<file path="config.mk">
export PLATFORM = sky130hd
export DESIGN_NAME = scoreboard_warp
export DESIGN_NICKNAME = d
export VERILOG_FILES = /design/src/rtl/scoreboard_warp.sv
export SDC_FILE = /design/constraint.sdc
export NUM_CORES = 1
export LEC_CHECK = 0
export CORE_UTILIZATION = 45
export CTS_CLUSTER_DIAMETER = 120
export CTS_CLUSTER_SIZE = 24
export DETAILED_ROUTE_END_ITERATION = 7
export MAX_ROUTING_LAYER = met4
export PLACE_DENSITY = 0.69
export SETUP_SLACK_MARGIN = 0.2
export SYNTH_ARGS = -nofsm -noshare
export SYNTH_HDL_FRONTEND = slang
export SYNTH_SLANG_ARGS = --single-unit
</file>
<file path="constraint.sdc">
create_clock -name clk -period 3.34 [get_ports clk]
set_clock_uncertainty 0.05 [all_clocks]
set_input_delay 0.668 -clock clk [delete_from_list [all_inputs] [get_ports clk]]
set_output_delay 0.668 -clock clk [all_outputs]
set_load 0.01 [all_outputs]
</file>
<file path="src/rtl/scoreboard_warp.sv">
// Per-warp scoreboard: tracks in-flight instructions that still owe a
// register write or a memory replay, reports hazard/occupancy status to the
// instruction buffer and hands out the entry ID used by the next allocation.
module scoreboard_warp #(
  parameter int NUM_ENTRIES    = 4,
  parameter int LOGNUM_ENTRIES = $clog2(NUM_ENTRIES),
  parameter int REG_W          = 5
) (
  input  logic                      clk,
  input  logic                      rst,
  input  logic [REG_W-1:0]          src1_IB_Scb,
  input  logic [REG_W-1:0]          src2_IB_Scb,
  input  logic [REG_W-1:0]          dst_IB_Scb,
  input  logic                      src1_valid_IB_Scb,
  input  logic                      src2_valid_IB_Scb,
  input  logic                      dst_valid_IB_Scb,
  input  logic                      replayable_IB_Scb,
  input  logic                      RP_grt_IB_Scb,
  input  logic                      replay_complete_IB_Scb,
  input  logic [LOGNUM_ENTRIES-1:0] replay_complete_ScbID_IB_Scb,
  input  logic                      replay_SW_LWbar_IB_Scb,
  input  logic                      clear_valid_WB_Scb,
  input  logic [LOGNUM_ENTRIES-1:0] clear_ScbID_WB_Scb,
  output logic                      full_Scb_IB,
  output logic                      empty_Scb_IB,
  output logic                      dependent_Scb_IB,
  output logic [LOGNUM_ENTRIES-1:0] ScbID_Scb_IB
);

  logic [NUM_ENTRIES-1:0] entry_valid;
  logic [NUM_ENTRIES-1:0] entry_dst_valid;
  logic [NUM_ENTRIES-1:0] entry_incomplete;
  logic [REG_W-1:0]       entry_dst [NUM_ENTRIES];

  logic alloc;

  // Occupancy flags come purely from registered valid bits, so same-cycle
  // allocations or frees only show up after the edge.
  assign full_Scb_IB  = &entry_valid;
  assign empty_Scb_IB = ~|entry_valid;

  // Only instructions that owe a register write or a replay need an entry.
  assign alloc = RP_grt_IB_Scb && !full_Scb_IB &&
                 (dst_valid_IB_Scb || replayable_IB_Scb);

  // Pick the lowest-numbered free entry; scanning downward lets the lowest win.
  always_comb begin
    ScbID_Scb_IB = '0;
    for (int i = NUM_ENTRIES - 1; i >= 0; i--) begin
      if (!entry_valid[i]) ScbID_Scb_IB = i[LOGNUM_ENTRIES-1:0];
    end
  end

  // Hazard check of the head instruction: RAW on either source, WAW on the
  // destination, and any outstanding replay blocks another memory op.
  always_comb begin
    dependent_Scb_IB = 1'b0;
    for (int i = 0; i < NUM_ENTRIES; i++) begin
      if (entry_valid[i]) begin
        if (entry_dst_valid[i]) begin
          if (src1_valid_IB_Scb && (src1_IB_Scb == entry_dst[i])) dependent_Scb_IB = 1'b1;
          if (src2_valid_IB_Scb && (src2_IB_Scb == entry_dst[i])) dependent_Scb_IB = 1'b1;
          if (dst_valid_IB_Scb  && (dst_IB_Scb  == entry_dst[i])) dependent_Scb_IB = 1'b1;
        end
        if (replayable_IB_Scb && entry_incomplete[i]) dependent_Scb_IB = 1'b1;
      end
    end
  end

  // Entry state update: frees from writeback and replay completion, then
  // allocation into an entry that was free before the edge (never collides).
  always_ff @(posedge clk or negedge rst) begin
    if (!rst) begin
      entry_valid      <= '0;
      entry_dst_valid  <= '0;
      entry_incomplete <= '0;
      for (int i = 0; i < NUM_ENTRIES; i++) entry_dst[i] <= '0;
    end else begin
      if (clear_valid_WB_Scb && entry_valid[clear_ScbID_WB_Scb]) begin
        entry_valid[clear_ScbID_WB_Scb]      <= 1'b0;
        entry_incomplete[clear_ScbID_WB_Scb] <= 1'b0;
      end
      if (replay_complete_IB_Scb && entry_valid[replay_complete_ScbID_IB_Scb] &&
          entry_incomplete[replay_complete_ScbID_IB_Scb]) begin
        entry_incomplete[replay_complete_ScbID_IB_Scb] <= 1'b0;
        if (replay_SW_LWbar_IB_Scb) entry_valid[replay_complete_ScbID_IB_Scb] <= 1'b0;
      end
      if (alloc) begin
        entry_valid[ScbID_Scb_IB]      <= 1'b1;
        entry_dst[ScbID_Scb_IB]        <= dst_IB_Scb;
        entry_dst_valid[ScbID_Scb_IB]  <= dst_valid_IB_Scb;
        entry_incomplete[ScbID_Scb_IB] <= replayable_IB_Scb;
      end
    end
  end

endmodule
</file>
==> run metrics <==
Synth Instances 212; global route total overflow 0; global-route wire length before repair 9591 µm; crit-path max cell delay 500 ps; share of layout cells above drive strength 1 30.08%; H-tree lvl count 2; CP startpoint kind input port; final hold violation count 0; GPL Wtd Cong 0.8928; HP Start entry_dst_valid[1]; Final Cycle Share 90.97%; DRT Wirelength 5930 µm; crit path DAT 2320 ps; failing checks DRC; CP max-delay cell or4_1; First DRT Iteration DRCs 112; Setup TNS 0 ps; share of the synthesized area in the top cell type 36.59%; total power 2.238 mW; wire length per cell 18.53 µm; Reg clk slew, reported paths 70 ps; critical path fanouts, max 4; fin util 62.16%; Yosys top cell by area dfrtp_1; post-route setup slack 301.5 ps; CTS tree done; Die ar. 5146 µm²; Primary FF master, synth dfrtp_1; vias per cell 5.653; M2 GR Usage 37.42%; Hold Crit Class flop to flop; reg-to-reg slack, setup 1340 ps; Placed Area 2709 µm²; synthesis-stage register bit count 32; final setup violating endpoints 0; highest clock rate 0.3291 GHz; Avg Inst Size Synth 10.32 µm²; pre-CTS worst setup slack -337.4 ps; vias 1809; total CTS buffers 5; worst r2r path cells 3; post-synth cell types 29; post-synthesis sequential area ratio 36.59%; R2R Path End entry_dst[0]; Setup Fix Bufs, Post-CTS 0; power density cells 767.4 nW/µm²; initial antenna violation count 0; met1 usage 35.96%; crit path cell chain dlygate4sd2_1 -> xor2_1 -> nor4_2 -> a32oi_1 -> a311oi_1 -> or4_1 -> buf_2; vias in the first global route 1893; Data required, critical path 2620 ps; post-route ant nets 0; Worst setup EP type output pin; met3 usage in global routing 5.626%; # clock sinks 32; max_cap viols 0; Hold Crit Depth 1; IO buf count 33; fin cells 320; Tmin final 3039 ps; status complete, but fails checks; Worst-Skew Late Latency 290 ps; die width 71.74 µm; DRC violations left 2; Max-slew headroom 38.81%; crit path kind input port to output pin; drt pass-1 iters 6; Lkg Pwr 1.223 nW; EDFF count, synth 0; Core Region 4692 µm²; n_diodes 0; worst vdd ir 0.3575 mV; Post-Place Cells 312; I/O pin cnt 34; largest net degree at the start of global routing 33; grt peak-use layer met2; Chip Height 71.74 µm; Worst Hold Endpoint entry_dst_valid[1]; Layout Cell Area excl Fill 2917 µm²; overall routing resource usage 25.93%; asr flop ratio synth 100.0%; actual slew at the worst max-slew pin 914.5 ps; Synth Cell Area 2188 µm²; CTS max path bufs 2; count leader, synth xor2_1; Nets 294; Max Slew Vio Count 0; reg-to-reg critical path startpoint entry_valid[1]; top cells by count, synth xor2_1, dfrtp_1, mux2_2, nand3_1, nor4_1; Area growth, synth to finish 33.28%; hold buffers post-CTS 0; syn_nets 241; top post-synthesis cells by area dfrtp_1, xor2_1, mux2_2, xnor2_1, nand3_1; row count 25; hold slack final 464.3 ps; RSZ-0062 raised after global routing false; Detailed Place HPWL 4346 µm; synth warn 0; Initial Util 46.64%; root buf cell clkbuf_8
## worst max path at each step
stage / slack, ps / startpoint / end / depth (start not counted)
finish: 300 / src1_IB_Scb[3] / dependent_Scb_IB / 7
detailed placement: -340 / dst_IB_Scb[3] / dependent_Scb_IB / 8
floorplan: 780 / dst_IB_Scb[3] / dependent_Scb_IB / 6
global route: 200 / dst_IB_Scb[2] / dependent_Scb_IB / 8
CTS: 210 / src2_IB_Scb[1] / dependent_Scb_IB / 8
global placement: -340 / dst_IB_Scb[3] / dependent_Scb_IB / 8
## cell type report
class	count	area, µm²
flip-flops and latches	32	800.8
clock buffers	5	68.82
well taps	54	67.56
clock inverters	3	42.54
multi-input cells	166	1405
inverters	2	7.507
fillers	373	1775
repair buffers	58	524.3
## kinds of logic (layout without fill, tap and decap cells)
kind of cell | Yosys count | in the layout | synth area share (%)
simple gates | 56 | 56 | 15.15
mux | 24 | 24 | 12.35
xor+xnor | 60 | 60 | 24.01
flops | 32 | 32 | 36.59
buf+inv | 14 | 68 | 3.316
compound gates | 26 | 26 | 8.576
## metal layers
metal / part of all wire (%) / vias to the layer above
met2: 45 / 53
met3: 4.4 / 16
li1: - / 859
met4: 2.6 / 0
met5: 0 / -
met1: 48 / 881
## worst max-delay path: cells and delay by family
family / cells / cell delay (ps)
AND/OR/NAND/NOR: 2 / 600
AO/OA/AOI/OAI: 2 / 310
XOR/XNOR: 1 / 250
buffers and inverters: 2 / 480
## flip-flops by register name, indices dropped and copies added (netlist names)
| signal | count |
|---|---|
| entry_dst | 20 |
| entry_incomplete | 4 |
| entry_valid | 4 |
| entry_dst_valid | 4 |
## cell usage in the layout, fill, tap and decap left out, drive strengths merged, types with 2 or more instances in the layout
cell type      count
mux2              24
a21o               3
dlymetal6s2s       4
a31oi              2
dlygate4sd2       10
a31o               4
xnor2             12
nand4              3
nor2               2
nor4              13
nor2b              2
clkbuf             6
nand3b             3
nand3             17
o21ai              4
a311oi             3
buf               26
inv                2
clkdlybuf4s50     17
a32oi              4
a21oi              5
xor2              48
dfrtp             32
nor3               2
nand2             10
## what timing repair did
item / in CTS / in global routing
pin swaps: 4 / 8
endpoints found under the setup margin: 1 / 1
gates resized for setup: 29 / 10
## report_power, final
group	total [mW]	switching [mW]	internal (mW)	leakage [nW]
Clock	0.378	0.158	0.221	0.0541
Combinational	0.952	0.421	0.531	0.784
Sequential	0.907	0.329	0.579	0.385
Power figures use the tool's default switching activity.
